===== config.mk =====
export PLATFORM = sky130hd
export DESIGN_NAME = ras_ckpt
export DESIGN_NICKNAME = d
export VERILOG_FILES = /design/src/rtl/ras_ckpt_pkg.sv /design/src/rtl/ras_stack_core.sv /design/src/rtl/ras_ckpt.sv
export SDC_FILE = /design/constraint.sdc
export NUM_CORES = 2
export LEC_CHECK = 0
export BUFFER_PORTS_ARGS = -buffer_cell sky130_fd_sc_hd__clkbuf_2
export CAP_MARGIN = 20
export CORE_MARGIN = 1.5
export CORE_UTILIZATION = 40
export CTS_CLUSTER_DIAMETER = 80
export CTS_CLUSTER_SIZE = 24
export DETAILED_ROUTE_END_ITERATION = 12
export GPL_ROUTABILITY_DRIVEN = 0
export GPL_TIMING_DRIVEN = 0
export HOLD_SLACK_MARGIN = 0.12
export PLACE_DENSITY = 0.6
export REMOVE_ABC_BUFFERS = 1
export SETUP_SLACK_MARGIN = 0.15
export SLEW_MARGIN = 25
export SYNTH_ARGS = -nofsm -noshare
export SYNTH_HDL_FRONTEND = slang
export SYNTH_HIERARCHICAL = 1
export SYNTH_SLANG_ARGS = --single-unit

===== constraint.sdc =====
create_clock -name clk -period 3.05 [get_ports clk]
set_input_delay 0.1525 -clock clk [delete_from_list [all_inputs] [get_ports clk]]
set_output_delay 0.1525 -clock clk [all_outputs]
set_load 0.02 [all_outputs]

===== src/rtl/ras_ckpt_pkg.sv =====
`default_nettype none
// ============================================================================
// Module   : ras_ckpt_pkg
// Purpose  : Shared types for the checkpointed return address stack.
// Revision : 1.0 - initial release
// ============================================================================
package ras_ckpt_pkg;

  localparam int C_VIRT_W          = 32;
  localparam int C_RAS_ENTRIES_NUM = 8;
  localparam int C_RAS_PTR_W       = $clog2(C_RAS_ENTRIES_NUM);
  localparam int C_RAS_CNT_W       = $clog2(C_RAS_ENTRIES_NUM + 1);

  typedef logic [C_VIRT_W-1:0] virt_t;

  typedef struct packed {
    logic  valid;
    virt_t data;
  } ras_t;

  typedef logic [C_RAS_PTR_W-1:0] ras_ptr_t;
  typedef logic [C_RAS_CNT_W-1:0] ras_cnt_t;

endpackage
`default_nettype wire


===== src/rtl/ras_stack_core.sv =====
`default_nettype none
// ============================================================================
// Module   : ras_stack_core
// Purpose  : Combinational next-state of one circular return address stack.
// Revision : 1.0 - initial release
// ============================================================================
module ras_stack_core
  import ras_ckpt_pkg::*;
#(
  parameter int ENTRIES_NUM = 8,
  parameter int PTR_W       = $clog2(ENTRIES_NUM),
  parameter int CNT_W       = $clog2(ENTRIES_NUM + 1)
) (
  input  virt_t [ENTRIES_NUM-1:0] cur_entries,
  input  logic  [PTR_W-1:0]       cur_ptr,
  input  logic  [CNT_W-1:0]       cur_count,
  input  logic                    push,
  input  logic                    pop,
  input  virt_t                   data,
  output virt_t [ENTRIES_NUM-1:0] nxt_entries,
  output logic  [PTR_W-1:0]       nxt_ptr,
  output logic  [CNT_W-1:0]       nxt_count
);

  localparam logic [CNT_W-1:0] C_FULL = CNT_W'(ENTRIES_NUM);

  logic [PTR_W-1:0] w_ptr_inc;

  always_comb begin
    nxt_entries = cur_entries;
    nxt_ptr     = cur_ptr;
    nxt_count   = cur_count;
    w_ptr_inc   = cur_ptr + PTR_W'(1);

    if (push && pop) begin
      // Call replacing a return: overwrite the top in place.
      nxt_entries[cur_ptr] = data;
      if (cur_count == '0) begin
        nxt_count = CNT_W'(1);
      end
    end else if (push) begin
      // Pointer wraps naturally; a full stack loses its oldest entry.
      nxt_ptr                = w_ptr_inc;
      nxt_entries[w_ptr_inc] = data;
      if (cur_count != C_FULL) begin
        nxt_count = cur_count + CNT_W'(1);
      end
    end else if (pop && (cur_count != '0)) begin
      nxt_ptr   = cur_ptr - PTR_W'(1);
      nxt_count = cur_count - CNT_W'(1);
    end
  end

endmodule
`default_nettype wire


===== src/rtl/ras_ckpt.sv =====
`default_nettype none
// ============================================================================
// Module   : ras_ckpt
// Purpose  : Speculative + committed return address stack with flush restore.
// Revision : 1.0 - initial release
// ============================================================================
module ras_ckpt
  import ras_ckpt_pkg::*;
#(
  parameter int ENTRIES_NUM = C_RAS_ENTRIES_NUM
) (
  input  logic  clk,
  input  logic  reset,
  input  logic  flush,
  input  logic  push_req,
  input  logic  pop_req,
  input  virt_t push_data,
  input  logic  commit_push_req,
  input  logic  commit_pop_req,
  input  virt_t commit_push_data,
  output ras_t  ras_top,
  output logic [$clog2(ENTRIES_NUM+1)-1:0] ras_count
);

  localparam int PTR_W = $clog2(ENTRIES_NUM);
  localparam int CNT_W = $clog2(ENTRIES_NUM + 1);

  virt_t [ENTRIES_NUM-1:0] r_spec_entries, w_spec_entries_nxt;
  logic  [PTR_W-1:0]       r_spec_ptr,     w_spec_ptr_nxt;
  logic  [CNT_W-1:0]       r_spec_count,   w_spec_count_nxt;

  virt_t [ENTRIES_NUM-1:0] r_cmt_entries,  w_cmt_entries_nxt;
  logic  [PTR_W-1:0]       r_cmt_ptr,      w_cmt_ptr_nxt;
  logic  [CNT_W-1:0]       r_cmt_count,    w_cmt_count_nxt;

  ras_stack_core #(
    .ENTRIES_NUM (ENTRIES_NUM),
    .PTR_W       (PTR_W),
    .CNT_W       (CNT_W)
  ) u_spec_core (
    .cur_entries (r_spec_entries),
    .cur_ptr     (r_spec_ptr),
    .cur_count   (r_spec_count),
    .push        (push_req),
    .pop         (pop_req),
    .data        (push_data),
    .nxt_entries (w_spec_entries_nxt),
    .nxt_ptr     (w_spec_ptr_nxt),
    .nxt_count   (w_spec_count_nxt)
  );

  ras_stack_core #(
    .ENTRIES_NUM (ENTRIES_NUM),
    .PTR_W       (PTR_W),
    .CNT_W       (CNT_W)
  ) u_cmt_core (
    .cur_entries (r_cmt_entries),
    .cur_ptr     (r_cmt_ptr),
    .cur_count   (r_cmt_count),
    .push        (commit_push_req),
    .pop         (commit_pop_req),
    .data        (commit_push_data),
    .nxt_entries (w_cmt_entries_nxt),
    .nxt_ptr     (w_cmt_ptr_nxt),
    .nxt_count   (w_cmt_count_nxt)
  );

  // Flush restores from the committed stack's next state so a same-cycle
  // retirement is not lost.
  always_ff @(posedge clk) begin
    if (reset) begin
      r_spec_entries <= '0;
      r_spec_ptr     <= '0;
      r_spec_count   <= '0;
      r_cmt_entries  <= '0;
      r_cmt_ptr      <= '0;
      r_cmt_count    <= '0;
    end else begin
      r_cmt_entries <= w_cmt_entries_nxt;
      r_cmt_ptr     <= w_cmt_ptr_nxt;
      r_cmt_count   <= w_cmt_count_nxt;
      if (flush) begin
        r_spec_entries <= w_cmt_entries_nxt;
        r_spec_ptr     <= w_cmt_ptr_nxt;
        r_spec_count   <= w_cmt_count_nxt;
      end else begin
        r_spec_entries <= w_spec_entries_nxt;
        r_spec_ptr     <= w_spec_ptr_nxt;
        r_spec_count   <= w_spec_count_nxt;
      end
    end
  end

  assign ras_top.valid = (r_spec_count != '0);
  assign ras_top.data  = ras_top.valid ? r_spec_entries[r_spec_ptr] : '0;
  assign ras_count     = r_spec_count;

endmodule
`default_nettype wire

After elaboration in Yosys (flattened, before gate mapping)
Cells that the tools add are included.
- bits in registers: 526
- input bits: 71
- output and inout port bits: 37
- add/sub/neg operators: 8
- order comparisons: 8
- equal/unequal tests: 5
- mux-type cells: 38
- reductions and logical operators: 17
- operators with widths (cell ; count):
    $mux W256 ; 5
    $bwmux W256 ; 4
    $demux W32 S3 ; 4
    $mux W32 ; 6
    $bmux W32 S3 ; 1
    $mux W4 ; 11
    $mux W3 ; 7
    $lt A3 B4 Y1 const B ; 4
    $ge A3 B1 Y1 const B ; 4
    $reduce_bool A4 Y1 ; 3
    $add A4 B1 Y4 const B ; 2
    $logic_and A1 B1 Y1 ; 8
    $logic_not A4 Y1 ; 2
    $ne A4 B4 Y1 const B ; 2
    $sub A4 B1 Y4 const B ; 2
    $add A3 B1 Y3 const B ; 2
    $reduce_bool A3 Y1 ; 2
    $sub A3 B1 Y3 const B ; 2
    $ne A4 B2 Y1 const B ; 1
    $ne A3 B3 Y1 const B ; 1
    $reduce_and A3 Y1 ; 1
    $ne A2 B2 Y1 const B ; 1
    $reduce_and A2 Y1 ; 1

Logic depth before layout (Yosys ltp)
- word-level depth: 9
- mapped depth: 9
- depth with buffers taken out: 8

By module
The synthesis kept the hierarchy.
- modules (own cells, without submodules) (module ; times used ; cells an instance ; area an instance (µm²) ; seq. area each (µm²)):
    ras_ckpt ; 1 ; 1523 ; 18049.8 ; 10530.1
    ras_stack_core ; 2 ; 357 ; 3543.4 ; 0.0

Worst setup path after synthesis
No wires, ideal clock.
- kind: register to register
- start: register r_cmt_ptr[0]
- end: register r_spec_entries[58] in the netlist's numbering
- setup time: 0.128 ns
- arrival time: 2.061 ns
- setup slack: 0.861 ns
- stages on the path, launching flop included: 10
- buffers on the path: 1
- clock period less this slack: 2.189 ns
- cell sequence: dfxtp_1 -> inv_1 -> ha_1 -> inv_1 -> nand3_1 -> o22ai_1 -> buf_4 -> mux2_2 -> mux2i_1 -> nor2_1
- RTL lines (item ; line ; text):
    start, declared ; ras_ckpt.sv:33 ; logic [PTR_W-1:0] r_cmt_ptr, w_cmt_ptr_nxt;
    start signal, assigned ; ras_ckpt.sv:80 ; r_cmt_ptr <= w_cmt_ptr_nxt;
    end signal, assigned ; ras_ckpt.sv:83 ; r_spec_entries <= w_cmt_entries_nxt;
    end signal, assigned ; ras_ckpt.sv:87 ; r_spec_entries <= w_spec_entries_nxt;
    end, declared ; ras_ckpt.sv:28 ; virt_t [ENTRIES_NUM-1:0] r_spec_entries, w_spec_entries_nxt;

==> results.cfg <==
[setup_path]
critPathBufInv = 1
arrival_ps = 2680
crit_required_ps = 2900
path_delay_family = simple AND/OR/NAND/NOR gates
path_class = register to output pin
crit_path_max_fanout = 32
slowest_delay_ps = 680
crit_chain = or4_4 > and2_4 > a22o_1 > clkbuf_2
critPathSlowestCell = and2_4
startpoint_type = register
endpoint_kind = output pin

[placed_design]
placedInstanceArea_um2 = 27500
port-buffer-count = 107
place_hpwl_um = 43000
place_ws_ps = -619
dp.cells = 3077

[sta]
worst_slew_pin_slew_ps = 802
relSlewSlack_pct = 46.5
fin_skew_ps = 16.0
final_hold_viol_count = 0
post-route-min-period_ps = 2830
fin_crit_sh_pct = 92.8
max_freq_ghz = 0.353
slew_viol_final = 0
layout_setup_ws_ps = 220
setup-violations-final = 0
rsz0062_at_grt = no

[cells_and_area]
instances_no_fill = 3219
fin_area_um2 = 29400
drive_above_1_share_pct = 35.5
nets = 2439
area_delta_synth_final_pct = 17.0

[cts]
cts_buffers = 29
h-tree-depth = 1
cts_buffer_depth = 3
clock_latency_ps = 600
clk_pin_slew_worst_paths_ps = 100
clock-root-buffer = clkbuf_16
cts_tree = built
clock-sinks = 526

[route]
via_per_inst = 5.28
route.detailed.drc = 0
antenna_left = 0
drt_iter0_markers = 808
dr.pass1.iters = 7
wl_um = 67800
dr_total_vias = 16988
wl_per_cell_um = 21.1

[hold_path]
hp-class = primary input to register

[run]
drv.max_cap_violation_count = 0

[pwr]
leakage_nw = 12.3
total_power_mw = 15.3
ir_drop_mv = 0.454
p_per_area_nw_per_um2 = 520

[global_route]
use_met3_pct = 2.29
grt_pass1_vias = 17213
track_usage_pct = 20.6
antenna_found_initial = 7
grt_pass1_wl_um = 102000
grt-busiest-layer = met2
met2_usage_pct = 33.5
overflow = 0
grt_max_degree = 111
grt_util_met1_pct = 29.4

[yosys]
netlist_area_um2 = 25100
synth_area_leaders = dfxtp_1 42%, mux2_2 23%, mux2i_1 10%
synth_top_area_cell = dfxtp_1
yosys_warnings = 6
seq_area_frac_synth_pct = 41.9
synth_area_per_cell_um2 = 11.2
synth.distinct_cells = 36
synth-seq-cells = 526
synth_top_cell_area_share_pct = 41.9
postSynthCellCount = 2237

[floorplanning]
num_rows = 91
io_pins = 108
die_h_um = 254
fp.dieArea_um2 = 64400
die_width_um = 254
core_um2 = 61900
start_util_pct = 40.6

[status]
status = finished clean
[cell usage after synthesis]
cell type	instances
a21oi_1	6
a221o_1	2
a22o_1	32
a22oi_1	4
a31oi_1	4
and2_1	4
and2_4	1
and2b_1	2
and4_1	2
buf_1	8
buf_2	42
buf_4	40
buf_6	13
clkbuf_1	62
clkbuf_2	2
dfxtp_1	526
ha_1	8
inv_1	12
mux2_2	512
mux2i_1	263
mux4_2	64
nand2_1	20
nand3_1	16
nand3b_1	4
nor2_1	267
nor2b_1	268
nor3_1	10
nor3b_1	2
o21ai_0	10
o22ai_1	12
o32a_1	2
o32ai_2	2
or3b_2	2
or4_4	1
xnor2_1	8
xor2_1	4
[metrics by stage]
| step | hold slack [ps] | utilization, % | setup TNS [ps] |
|---|---|---|---|
| 2_1_floorplan | 224 | - | -832700 |
| 4_1_cts | 130 | 47.3 | 0 |
| 3_3_place_gp | 565 | 41.6 | -3382270 |
| 5_1_grt | 162 | 47.5 | 0 |
| 3_5_place_dp | 574 | 44.3 | -47740 |
| 6_report | 171 | 47.5 | 0 |
[registers in the layout (all words and copies together), names as in the netlist]
signal / count
r_cmt_entries: 256
r_spec_entries: 256
r_cmt_count: 4
ras_count: 4
r_cmt_ptr: 3
r_spec_ptr: 3
[worst paths after layout]
| check | slack [ps] | end | depth (start not counted) | startpoint |
|---|---|---|---|---|
| worst max-delay path | 220 | ras_top[28] | 4 | ras_count[0]$_SDFF_PP0_ |
| worst max register to register | 250 | r_spec_entries[26]$_SDFF_PP0_ | 8 | r_cmt_ptr[1]$_SDFF_PP0_ |
| worst min-delay path | 170 | r_spec_entries[25]$_SDFF_PP0_ | 3 | flush |
| worst min register to register | 590 | r_cmt_entries[83]$_SDFF_PP0_ | 2 | r_cmt_entries[83]$_SDFF_PP0_ |
[report_power, final]
part	total (mW)	switching (mW)	internal [mW]
Sequential	7.35	0.166	7.19
Combinational	3.53	1.81	1.72
Clock	4.43	2.44	1.99
[area by class of cell]
| type | instances | area, um2 |
|---|---|---|
| fill | 5617 | 32500 |
| multi-input combinational | 1532 | 13900 |
| sequential | 526 | 10500 |
| timing repair buffer | 259 | 2960 |
| tap | 837 | 1050 |
| clock buffer | 32 | 747 |
| clock inverter | 16 | 173 |
| inverter | 12 | 45.0 |
| antenna | 5 | 12.5 |
[layer usage]
metal  share of wire (%)  vias to the layer above
met5               0.041                        -
met4                 2.1                        6
met3                 3.4                       94
met2                  46                      289
met1                  49                     8555
li1                    -                     8044
[tightest hold or removal path, delay by kind of cell]
kind / cells / cell delay [ps]
buf+inv: 1 / 290
mux: 1 / 200
simple gates: 1 / 70
[repair_timing]
action,4_1_cts,5_1_grt
pin swaps,7,4
hold buffers,67,0
setup buffers,14,4
resized for setup,3,8
cloned,2,2
setup endpoints to repair,262,136
hold endpoints to repair,514,0
[logic make-up after synthesis]
logic type	count (synthesis)	synth area share [%]
AOI/OAI and AO/OA	74	2.24
xor gates and xnor gates	12	0.418
adders and majority gates	8	0.398
buffers and inverters	179	3.88
DFF	526	41.9
muxes	839	39.1
and+or+nand+nor	599	12.0
[cell usage in the layout, fill, tap and decap left out, drive strengths merged, types with 4 or more instances in the layout]
cell type / Yosys / layout
a21oi: 6 / 6
a22o: 32 / 32
a22oi: 4 / 4
a31oi: 4 / 4
and2: 5 / 5
buf: 103 / 81
clkbuf: 64 / 141
clkinv: 0 / 5
dfxtp: 526 / 526
diode: 0 / 5
dlygate4sd3: 0 / 67
ha: 8 / 8
inv: 12 / 20
mux2: 512 / 512
mux2i: 263 / 263
mux4: 64 / 64
nand2: 20 / 20
nand3: 16 / 16
nand3b: 4 / 4
nor2: 267 / 267
nor2b: 268 / 268
nor3: 10 / 10
o21ai: 10 / 10
o22ai: 12 / 12
xnor2: 8 / 8
xor2: 4 / 4
No activity file was read; power rests on OpenSTA's default activity.
